File: src/rtl/enemy_attack_array.sv
// Multi-channel enemy strike overlay: NUM_CH independent strike FSMs sharing one sprite-ROM address path.
// Optional saturating hit counter (Hit_Count / Hit_Count_Clr) is built when ENEMY_ATTACK_HIT_COUNT_EN is defined.
module enemy_attack_array #(
   parameter int NUM_CH         = 4,
   parameter int COORD_W        = 9,
   parameter int WIDTH          = 18,
   parameter int HEIGHT         = 20,
   parameter int ANIM_FRAMES    = 2,
   parameter int FRAME_DIV      = 4,
   parameter int ACTIVE_TICKS   = 2,
   parameter int COOLDOWN_TICKS = 4,
   parameter int ADDR_W         = 10
) (
   input  logic                       Clk,
   input  logic                       Reset_n,
   input  logic                       frame_clk,
   input  logic [NUM_CH*COORD_W-1:0]  Target_X,
   input  logic [NUM_CH*COORD_W-1:0]  Target_Y,
   input  logic [COORD_W-1:0]         PixelX,
   input  logic [COORD_W-1:0]         PixelY,
   input  logic [NUM_CH-1:0]          Attack_Ready,
`ifdef ENEMY_ATTACK_HIT_COUNT_EN
   input  logic                       Hit_Count_Clr,
   output logic [7:0]                 Hit_Count,
`endif
   output logic                       is_obj,
   output logic [ADDR_W-1:0]          Obj_address,
   output logic [NUM_CH-1:0]          Obj_On,
   output logic [NUM_CH-1:0]          Hit_Pulse
);

   localparam int DIV_W   = (FRAME_DIV > 1) ? $clog2(FRAME_DIV) : 1;
   localparam int CNT_MAX = (ACTIVE_TICKS > COOLDOWN_TICKS) ? ACTIVE_TICKS : COOLDOWN_TICKS;
   localparam int CNT_W   = (CNT_MAX > 1) ? $clog2(CNT_MAX) : 1;
   localparam int ANIM_W  = (ANIM_FRAMES > 1) ? $clog2(ANIM_FRAMES) : 1;

   typedef enum logic [1:0] {IDLE, ACTIVE, COOLDOWN} state_t;

   logic [2:0]       fc_sync_reg;
   logic             edge_reg;
   logic             tick_reg;
   logic [DIV_W-1:0] div_reg;

   // fc_sync_reg[1:0] is the two-flop synchroniser; [2] only serves edge detection
   always_ff @(posedge Clk or negedge Reset_n) begin
      if (!Reset_n) begin
         fc_sync_reg <= '0;
         edge_reg    <= 1'b0;
         tick_reg    <= 1'b0;
         div_reg     <= '0;
      end else begin
         fc_sync_reg <= {fc_sync_reg[1:0], frame_clk};
         edge_reg    <= fc_sync_reg[1] & ~fc_sync_reg[2];
         tick_reg    <= 1'b0;
         if (edge_reg) begin
            if (div_reg == DIV_W'(FRAME_DIV - 1)) begin
               div_reg  <= '0;
               tick_reg <= 1'b1;
            end else begin
               div_reg <= div_reg + 1'b1;
            end
         end
      end
   end

   logic [NUM_CH-1:0] hit_vec;
   logic [ADDR_W-1:0] addr_arr [NUM_CH];

   generate
      for (genvar gi = 0; gi < NUM_CH; gi++) begin : g_ch
         state_t            state_reg;
         logic [CNT_W-1:0]  cnt_reg;
         logic [ANIM_W-1:0] anim_reg;
         logic              on_reg;
         logic              pulse_reg;
         logic [COORD_W:0]  dx;
         logic [COORD_W:0]  dy;

         always_ff @(posedge Clk or negedge Reset_n) begin
            if (!Reset_n) begin
               state_reg <= IDLE;
               cnt_reg   <= '0;
               anim_reg  <= '0;
               on_reg    <= 1'b0;
               pulse_reg <= 1'b0;
            end else begin
               pulse_reg <= 1'b0;
               if (!Attack_Ready[gi]) begin
                  state_reg <= IDLE;
                  cnt_reg   <= '0;
                  anim_reg  <= '0;
                  on_reg    <= 1'b0;
               end else begin
                  case (state_reg)
                     IDLE: begin
                        state_reg <= ACTIVE;
                        cnt_reg   <= '0;
                        anim_reg  <= '0;
                        on_reg    <= 1'b1;
                        pulse_reg <= 1'b1;
                     end
                     ACTIVE: if (tick_reg) begin
                        if (cnt_reg == CNT_W'(ACTIVE_TICKS - 1)) begin
                           state_reg <= COOLDOWN;
                           cnt_reg   <= '0;
                           on_reg    <= 1'b0;
                        end else begin
                           cnt_reg  <= cnt_reg + 1'b1;
                           anim_reg <= (anim_reg == ANIM_W'(ANIM_FRAMES - 1)) ? '0 : anim_reg + 1'b1;
                        end
                     end
                     COOLDOWN: if (tick_reg) begin
                        if (cnt_reg == CNT_W'(COOLDOWN_TICKS - 1)) begin
                           state_reg <= ACTIVE;
                           cnt_reg   <= '0;
                           anim_reg  <= '0;
                           on_reg    <= 1'b1;
                           pulse_reg <= 1'b1;
                        end else begin
                           cnt_reg <= cnt_reg + 1'b1;
                        end
                     end
                     default: begin
                        state_reg <= IDLE;
                        on_reg    <= 1'b0;
                     end
                  endcase
               end
            end
         end

         // One extra bit: a pixel left of/above the origin wraps to a huge offset and fails the bound
         assign dx = {1'b0, PixelX} - {1'b0, Target_X[gi*COORD_W +: COORD_W]};
         assign dy = {1'b0, PixelY} - {1'b0, Target_Y[gi*COORD_W +: COORD_W]};

         assign hit_vec[gi]  = on_reg && (dx < (COORD_W+1)'(WIDTH)) && (dy < (COORD_W+1)'(HEIGHT));
         assign addr_arr[gi] = ADDR_W'(anim_reg) * ADDR_W'(WIDTH * HEIGHT)
                             + ADDR_W'(dy) * ADDR_W'(WIDTH) + ADDR_W'(dx);
         assign Obj_On[gi]    = on_reg;
         assign Hit_Pulse[gi] = pulse_reg;
      end
   endgenerate

   // Scan from the top so the lowest-index hitting channel is written last and wins
   always_comb begin
      is_obj      = 1'b0;
      Obj_address = '0;
      for (int i = NUM_CH - 1; i >= 0; i--) begin
         if (hit_vec[i]) begin
            is_obj      = 1'b1;
            Obj_address = addr_arr[i];
         end
      end
   end

`ifdef ENEMY_ATTACK_HIT_COUNT_EN
   logic [8:0] hc_sum;
   assign hc_sum = {1'b0, Hit_Count} + 9'($countones(Hit_Pulse));

   always_ff @(posedge Clk or negedge Reset_n) begin
      if (!Reset_n)
         Hit_Count <= '0;
      else if (Hit_Count_Clr)
         Hit_Count <= '0;
      else
         Hit_Count <= (hc_sum > 9'd255) ? 8'hFF : hc_sum[7:0];
   end
`endif

endmodule

File: config.mk
export PLATFORM = sky130hd
export DESIGN_NAME = enemy_attack_array
export DESIGN_NICKNAME = d
export VERILOG_FILES = /design/src/rtl/enemy_attack_array.sv
export SDC_FILE = /design/constraint.sdc
export NUM_CORES = 1
export LEC_CHECK = 0
export CAP_MARGIN = 20
export CORE_MARGIN = 3
export CORE_UTILIZATION = 60
export DETAILED_ROUTE_END_ITERATION = 12
export PLACE_DENSITY = 0.93
export SYNTH_ARGS = -nofsm -noshare
export SYNTH_HDL_FRONTEND = slang
export SYNTH_SLANG_ARGS = --single-unit
File: constraint.sdc
create_clock -name Clk -period 10.9 [get_ports Clk]
set_clock_uncertainty 0.15 [all_clocks]
set_input_delay 2.18 -clock Clk [delete_from_list [all_inputs] [get_ports Clk]]
set_output_delay 2.18 -clock Clk [all_outputs]
set_load 0.005 [all_outputs]
Word-level counts from Yosys, hierarchy flattened
Cells that the tools add are included.
W data, S select, Z words.
{"block": "totals", "reg_bits": 35, "in_bits": 97, "word_cells": 259}
{"block": "classes", "addsub": 25, "mul": 8, "n_lt_le_gt_ge": 8, "eq_ne": 41, "muxes": 127, "n_bitwise": 2, "n_reduce_logical": 24}
{"op": "$mux W2", "count": 41}
{"op": "$add A10 B10 Y10", "count": 8}
{"op": "$lt A10 B5 Y1 const B", "count": 8}
{"op": "$sub A9 B9 Y10", "count": 8}
{"op": "$mux W1", "count": 62}
{"op": "$ne A3 B3 Y1 const B", "count": 20}
{"op": "$pmux W2 S3", "count": 8}
{"op": "$mul A10 B4 Y9 const B", "count": 4}
{"op": "$mux W10", "count": 4}
{"op": "$mul A1 B6 Y7 const B", "count": 4}
{"op": "$pmux W1 S3", "count": 8}
{"op": "$reduce_and A5 Y1", "count": 4}
{"op": "$eq A2 B2 Y1 const B", "count": 9}
{"op": "$eq A2 B1 Y1 const B", "count": 8}
{"op": "$ne A4 B1 Y1 const B", "count": 4}
{"op": "$reduce_and A4 Y1", "count": 4}
{"op": "$reduce_and A3 Y1", "count": 4}
{"op": "$add A2 B1 Y2 const B", "count": 5}
{"op": "$logic_and A1 B1 Y1", "count": 8}
{"op": "$logic_not A2 Y1", "count": 4}
{"op": "$pmux W1 S2", "count": 4}
{"op": "$add A1 B1 Y1 const B", "count": 4}
{"op": "$and A1 B1 Y1", "count": 1}
{"op": "$not A1 Y1", "count": 1}

Depth between registers and ports, before layout
Gate-level depths: netlist (run 1).
{"block": "depth", "ltp_word": 8, "depth_mapped": 21, "depth_no_buf": 21}

Worst setup path after synthesis (run 1)
OpenSTA, ideal clock, no wires.
{"block": "synth_path", "path_type": "input to output", "from": "input port PixelY[0]", "to": "output port Obj_address[9]", "arrival_ns": 6.420, "required_ns": 8.570, "path_slack_ns": 2.150, "stages": 21, "cell_sequence": "inv_1 ha_1 inv_1 fa_1 a21o_1 a21oi_1 xnor2_1 ha_1 ha_1 inv_1 fa_1 fa_1 inv_1 ha_1 nand2_1 o21ai_0 o41ai_1 xnor2_1 nor4b_1 o21ai_0 a221oi_1"}
{"block": "synth_via", "elab_chain_cells": 8, "word_cells_on_any_way": 28, "cone_classes": "12 x add/sub; 4 x mul; 4 x order compare; 4 x mux; 4 x reduce/logical"}
{"element": "from (decl)", "line_no": "20", "rtl": "input logic [COORD_W-1:0] PixelY,"}
{"element": "$sub A9 B9 Y10", "line_no": "134", "rtl": "assign dy = {1'b0, PixelY} - {1'b0, Target_Y[gi*COORD_W +: COORD_W]};"}
{"element": "$mul A10 B4 Y9", "line_no": "138", "rtl": "+ ADDR_W'(dy) * ADDR_W'(WIDTH) + ADDR_W'(dx);"}
{"element": "$add A10 B10 Y10 (2 in series)", "line_no": "138"}
{"element": "$mux W10 (3 in series)", "line_no": "149", "rtl": "if (hit_vec[i]) begin"}
{"element": "$mux W10 (*)", "line_no": "149"}
{"element": "to (decl)", "line_no": "27", "rtl": "output logic [ADDR_W-1:0] Obj_address,"}
Mark *: on every way between the ends. The rest lies on a longest branch, timed or not.

Worst setup path in the final report (run 1)
{"block": "layout_path", "from": "input port PixelY[1]", "to": "output port Obj_address[9]"}
Same word-level chain as after synthesis.

==> results of run 1 <==
[cell usage after synthesis, types with 3 or more instances]
library cell	number	area (sq um)
mux2i_1	4	40.0
o41ai_1	3	26.3
a21oi_1	70	350
dfrtp_1	32	801
o31ai_1	9	67.6
a21o_1	30	225
a211o_1	3	26.3
ha_1	180	2250
nand2_1	46	173
o21ai_0	61	305
nor2b_1	20	125
and2_1	6	37.5
o21a_1	15	113
nand4b_1	3	26.3
nand3_1	12	60.1
mux2_2	3	33.8
nor2_1	67	251
fa_1	32	641
nor4_1	9	56.3
nor3_1	21	105
nand3b_1	4	30.0
a211oi_1	7	52.6
o21bai_1	8	60.1
o31a_1	3	26.3
xor2_1	36	315
and3_1	3	18.8
o22ai_1	5	31.3
or2_2	4	25.0
o211ai_1	5	37.5
nand2b_1	28	175
a31o_2	5	43.8
a22o_1	4	35.0
clkbuf_1	3	11.3
buf_4	9	67.6
xnor2_1	54	473
and3b_2	3	30.0
a31oi_1	15	93.8
inv_1	145	544
[layer usage]
metal | track usage [%] | up-vias
li1 | - | 3796
met1 | 40.3 | 3652
met2 | 52.5 | 377
met3 | 3.57 | 77
met4 | 12.9 | 0
met5 | 0 | -
[worst register-to-register path, delay by kind of cell, from the launching register on]
kind	cells	cell delay, ns
compound gates	3	0.73
buf+inv	1	0.14
simple gates	4	0.41
flops	1	0.49
fa+ha+maj	1	0.26
[through the flow]
step / cell area [sq um] / total power [W]
final: 9750 / 0.00190
after global routing: 9750 / 0.00209
after detailed placement: 9600 / 0.00171
after CTS: 9750 / 0.00187
after global placement: 9600 / 0.00164
after floorplan: 8270 / 0.00137
[path summary, 6_finish.rpt]
kind	from	end	slack [ns]	cells past startpoint
setup / recovery	PixelY[1]	Obj_address[9]	0.32	20
hold / removal	fc_sync_reg[0]$_DFF_PN0_	fc_sync_reg[1]$_DFF_PN0_	0.22	0
setup reg to reg	g_ch[1].state_reg[0]$_DFFE_PN0P_	g_ch[1].anim_reg$_DFFE_PN0P_	8.60	9
hold reg to reg	fc_sync_reg[0]$_DFF_PN0_	fc_sync_reg[1]$_DFF_PN0_	0.22	0
max in group asynchronous	Reset_n	g_ch[3].pulse_reg$_DFF_PN0_	8.11	2
min in group asynchronous	Reset_n	g_ch[1].cnt_reg[0]$_DFFE_PN0P_	2.19	2
[cell type report]
| cell class | instances | area (sq um) |
|---|---|---|
| fillers | 928 | 3600 |
| inverters | 145 | 544 |
| flip-flops and latches | 32 | 801 |
| well taps | 176 | 220 |
| multi-input cells | 825 | 6830 |
| repair buffers | 122 | 1200 |
| clock buffers | 8 | 146 |
[logic make-up (layout without fill, tap and decap cells)]
family | after synthesis | in the layout | synth area share (%)
fa+ha+maj | 212 | 212 | 35.0
flops | 32 | 32 | 9.68
buf+inv | 160 | 275 | 7.87
compound gates | 271 | 271 | 21.5
mux | 7 | 7 | 0.893
simple gates | 245 | 245 | 15.5
xor+xnor | 90 | 90 | 9.53
[where the power goes]
part | switching, W | leakage [nW] | internal, W
Clock | 0.0000509 | 0.0712 | 0.0000910
Sequential | 0.0000439 | 0.418 | 0.000152
Combinational | 0.000836 | 4.30 | 0.000721
Total | 0.000931 | 4.78 | 0.000964
==> results.toml, run 1 <==
[setup_path]
crit_top_cell = "ha_1"
worstSetupStartpointType = "primary input"
slowest_delay_ns = 0.72
path_cells = "clkdlybuf4s50_1, ha_1, nand2b_1, a21oi_1, o31a_1, o21ai_0, nand2b_1, xnor2_1, inv_1, ha_1, ha_1, xnor2_1, fa_1, ha_1, o41ai_1, xnor2_1, nor4b_1, o21ai_0, a221oi_1, clkdlybuf4s50_1"
path_class = "in -> out"
cp_top_family = "adder cells"
required_ns = 8.57
endpoint_kind = "primary output"
cp_num_buf_inv = 3
worstPathArrival_ns = 8.25
cp_max_fo = 7
cp_slowest_cell = "clkdlybuf4s50_1"

[final_layout]
drive_gt1_share_pct = 3.53
final_common_cell = "ha_1"
diodes = 0
stdcell_count = 1308
most-common-layout-cells = "180 x ha_1, 145 x inv_1, 115 x clkdlybuf4s50_1"
area_growth_pct = 17.9
largest_reg_flops = 8
final_nets = 1440
fin_util_pct = 73.0

[sta]
setup_slack_ns = 0.315
min_period_ns = 10.58
fin_crit_sh_pct = 97.1
fmax_mhz = 94.5
holdWs_ns = 0.217
fin_setup_tns_ns = 0
worstMarginPinSlew_ns = 0.867
finalHoldViolations = 0
finalSetupViolCount = 0
slew_headroom_pct = 40.7
rsz0062_at_grt = "false"
maxSlewViolCount = 0

[global_route]
antenna_found_initial = 0
grt.overflow.total = 0
grt_pass1_wl_mm = 37.5
grt_max_degree = 33
grt_pass1_vias = 7794
grt_usage_pct = 31.1

[synth]
yosys_warnings = 0
synth_cell_types = 75
ys_seq_area_share_pct = 9.68
synthesis.nets = 1326
synth-edff-count = 0
yosys_register_bits = 32
syn_area_per_cell_sq_um = 8.13
async_reset_ff_share_pct = 100
netlist_area_sq_um = 8270
syn_inst = 1017
ys.flop_type = "dfrtp_1"

[route]
num_vias = 7902
ant_nets = 0
wl_met1_mm = 9.44
wl_met2_mm = 10.8
post_drt_wl_per_cell_um = 17.6
wl_mm = 23.0
route.met3.wl_mm = 1.72
initialDrtViolationCount = 673
top_layer_used = "met4"
drc_errors = 0
viasPerCell = 6.04
drtPass1Iterations = 5

[die]
die-area_sq_um = 15200
std_cell_rows = 42
die_w_um = 123
io_pins = 116
die-height_um = 123
core_area_sq_um = 13300
initial_utilization_pct = 62.0

[run]
maxCapViolCount = 0

[cts]
clk_latency_ns = 0.28
cts_tree = "built"
numCtsBuffers = 5
clockRootBuffer = "clkbuf_16"
clkTransAtPathRegs_ns = 0.05
postCtsSetupBuffers = 0
clockBufferDepth = 2
clock-sinks = 32
postCtsHoldBufs = 0
post_cts_resized = 0
cts_max_level = 2

[pwr]
max-vdd-ir-drop_uv = 104
p_leak_nw = 4.78
power_density_nw_per_um2 = 194

[min_path]
hold_class = "reg -> reg"

[place]
dp_cells = 1300
preCtsSetupSlack_ns = 0.471
hpwl_mm = 18.8
gp_congestion = 0.983
numPortBuffers = 115

[status]
outcome = "finished, final reports clean"
(Power assumes the default switching activity.)
==> inputs of run 2 (changes only) <==
Settings changed: CTS_CLUSTER_DIAMETER set to 60.
==> results of run 2 <==
Final layout, timing and power as in run 1 (identical DEF).
==> inputs of run 3 (changes only) <==
Settings changed: CORE_UTILIZATION 60 to 45, PLACE_DENSITY 0.93 to 0.74, TNS_END_PERCENT set to 50.
==> run 3 against run 2 <==
Final cell count increased by 4.1%. Total power decreased by 0.72%. Non-clock buffer count increased by 5. Critical path depth unchanged. Critical path type unchanged. Clock power increased by 11%. Register-to-register slack improved by 0.05 ns. Cell area increased by 1.2%.
==> results.toml, run 3 (synthesis gave the netlist of run 1 again) <==
[sta]
finalSetupViolCount = 0
worstMarginPinSlew_ns = 0.889
slew_headroom_pct = 39.2
fin_setup_tns_ns = 0
rsz0062_at_grt = "false"
holdWs_ns = 0.210
fmax_mhz = 95.9
finalHoldViolations = 0
maxSlewViolCount = 0
min_period_ns = 10.43
fin_crit_sh_pct = 95.7

[global_route]
grt.overflow.total = 0
grt_pass1_vias = 7305
grt_pass1_wl_mm = 36.2
grt_usage_pct = 22.5
grt_max_degree = 33
antenna_found_initial = 0

[place]
gp_congestion = 0.965
numPortBuffers = 115
placed_area_sq_um = 9700
hpwl_mm = 19.2

[setup_path]
worstSetupStartpointType = "primary input"
required_ns = 8.57
r2r_start = "g_ch[1].state_reg[0]$_DFFE_PN0P_"
cp_slowest_cell = "clkdlybuf4s50_1"
r2r_slack_ns = 8.65
worstPathArrival_ns = 8.10
path_cells = "clkdlybuf4s50_1, inv_1, fa_1, nand2b_1, a21oi_1, xor2_1, ha_1, ha_1, fa_1, fa_1, ha_1, nand2_1, o21ai_0, o21ai_0, nand2b_1, a21oi_1, xnor2_1, xnor2_1, a221oi_1, clkdlybuf4s50_1"
endpoint_kind = "primary output"
reg2reg_to = "g_ch[1].anim_reg$_DFFE_PN0P_"
path_class = "in -> out"
slowest_delay_ns = 0.73
cp_top_family = "adder cells"
cp_max_fo = 6
r2r_cells = 9
cp_num_buf_inv = 3

[cts]
postCtsSetupBuffers = 0
postCtsHoldBufs = 0
clk_latency_ns = 0.28
numCtsBuffers = 5
post_cts_resized = 0
clock-sinks = 32
clkTransAtPathRegs_ns = 0.05
clockBufferDepth = 2
clockRootBuffer = "clkbuf_16"
cts_max_level = 2
cts_tree = "built"

[run]
maxCapViolCount = 0

[pwr]
power_density_nw_per_um2 = 191
internal_power_w = 0.000979
switching_share_pct = 48.0
seqPwrFrac_pct = 10.4
power.share.clock_pct = 8.4
p_sw_w = 0.000902
pwr-share-comb_pct = 81.3
max-vdd-ir-drop_uv = 101
p_leak_nw = 4.82

[die]
die-area_sq_um = 20000
initial_utilization_pct = 46.8
core_area_sq_um = 17700
die_w_um = 142
die-height_um = 142
io_pins = 116
std_cell_rows = 48

[route]
viasPerCell = 5.47
num_vias = 7454
drc_errors = 0
ant_nets = 0
drtPass1Iterations = 5
initialDrtViolationCount = 366
post_drt_wl_per_cell_um = 16.6
wl_mm = 22.6

[final_layout]
diodes = 0
nFillCells = 1650
most-common-layout-cells = "180 x ha_1, 145 x inv_1, 115 x clkdlybuf4s50_1"
final_common_cell = "ha_1"
largest_reg_flops = 8
final_nets = 1445
fin_area_sq_um = 9860
drive_gt1_share_pct = 4.05
area_growth_pct = 19.3

[status]
outcome = "finished, final reports clean"

[min_path]
worstHoldStart = "fc_sync_reg[0]$_DFF_PN0_"
whs_endpoint = "fc_sync_reg[1]$_DFF_PN0_"
hold_class = "reg -> reg"
hold_depth = 0
==> run 3: cell count changes in the layout (fill, tap and decap cells not counted), sizes merged <==
cell	delta
buf	+5
clkbuf	-2
bufinv	+1
clkinv	+1
==> run 3: power groups by stage <==
stage / Sequential (W) / Clock [W] / Combinational (W)
CTS: 0.000195 / 0.000159 / 0.00153
detailed placement: 0.000197 / 0 / 0.00151
global route: 0.000199 / 0.000168 / 0.00173
global placement: 0.000195 / 0 / 0.00148
finish: 0.000195 / 0.000157 / 0.00153
floorplan: 0.000178 / 0 / 0.00120
==> run 3: metal layers <==
layer  vias up  GRT usage, %  wire (um)
met5         -             0          0
met3        34          3.64       1190
met1      3438          30.6      10400
li1       3805             -          -
met2       177          37.4      10400
met4         0          5.51        617
==> run 3: stage by stage <==
stage / instances / total power, W / util [%] / setup slack [ns]
after CTS: 1362 / 0.00188 / 55.9 / 0.516
final: 1362 / 0.00188 / 55.9 / 0.469
after floorplan: 1017 / 0.00137 / - / 2.15
after detailed placement: 1354 / 0.00171 / 54.9 / 0.524
after global placement: 1354 / 0.00167 / 54.9 / 0.642
after global routing: 1362 / 0.00210 / 55.9 / 0.175
==> run 3: worst max-delay path by stage <==
| stage | start | end | slack [ns] | cells after the start |
|---|---|---|---|---|
| 2_1_floorplan | PixelY[0] | Obj_address[9] | 2.15 | 21 |
| 5_1_grt | PixelY[0] | Obj_address[9] | 0.18 | 23 |
| 3_3_place_gp | PixelY[0] | Obj_address[9] | 0.64 | 23 |
| 6_report | PixelY[1] | Obj_address[9] | 0.47 | 20 |
| 3_5_place_dp | PixelY[0] | Obj_address[9] | 0.52 | 23 |
| 4_1_cts | PixelY[1] | Obj_address[9] | 0.52 | 20 |
==> run 3: layout make-up <==
class / instances / area, sq um / area share (%)
Sequential cell: 32 / 801 / 8.12
Timing Repair Buffer: 127 / 1240 / 12.6
Multi-Input combinational cell: 825 / 6830 / 69.3
Clock inverter: 2 / 35.0 / 0.355
Tap cell: 225 / 282 / 2.85
Clock buffer: 6 / 129 / 1.31
Inverter: 145 / 544 / 5.52
==> run 3: worst register-to-register path, stage by stage, from the launching register on <==
cell     delay, ns
dfrtp_1       0.52
inv_1         0.14
ha_1          0.26
nor2_1        0.12
nor2_1        0.06
o21ai_0       0.40
nand2_1       0.13
a21oi_1       0.13
nor2_1        0.05
o21a_1        0.18
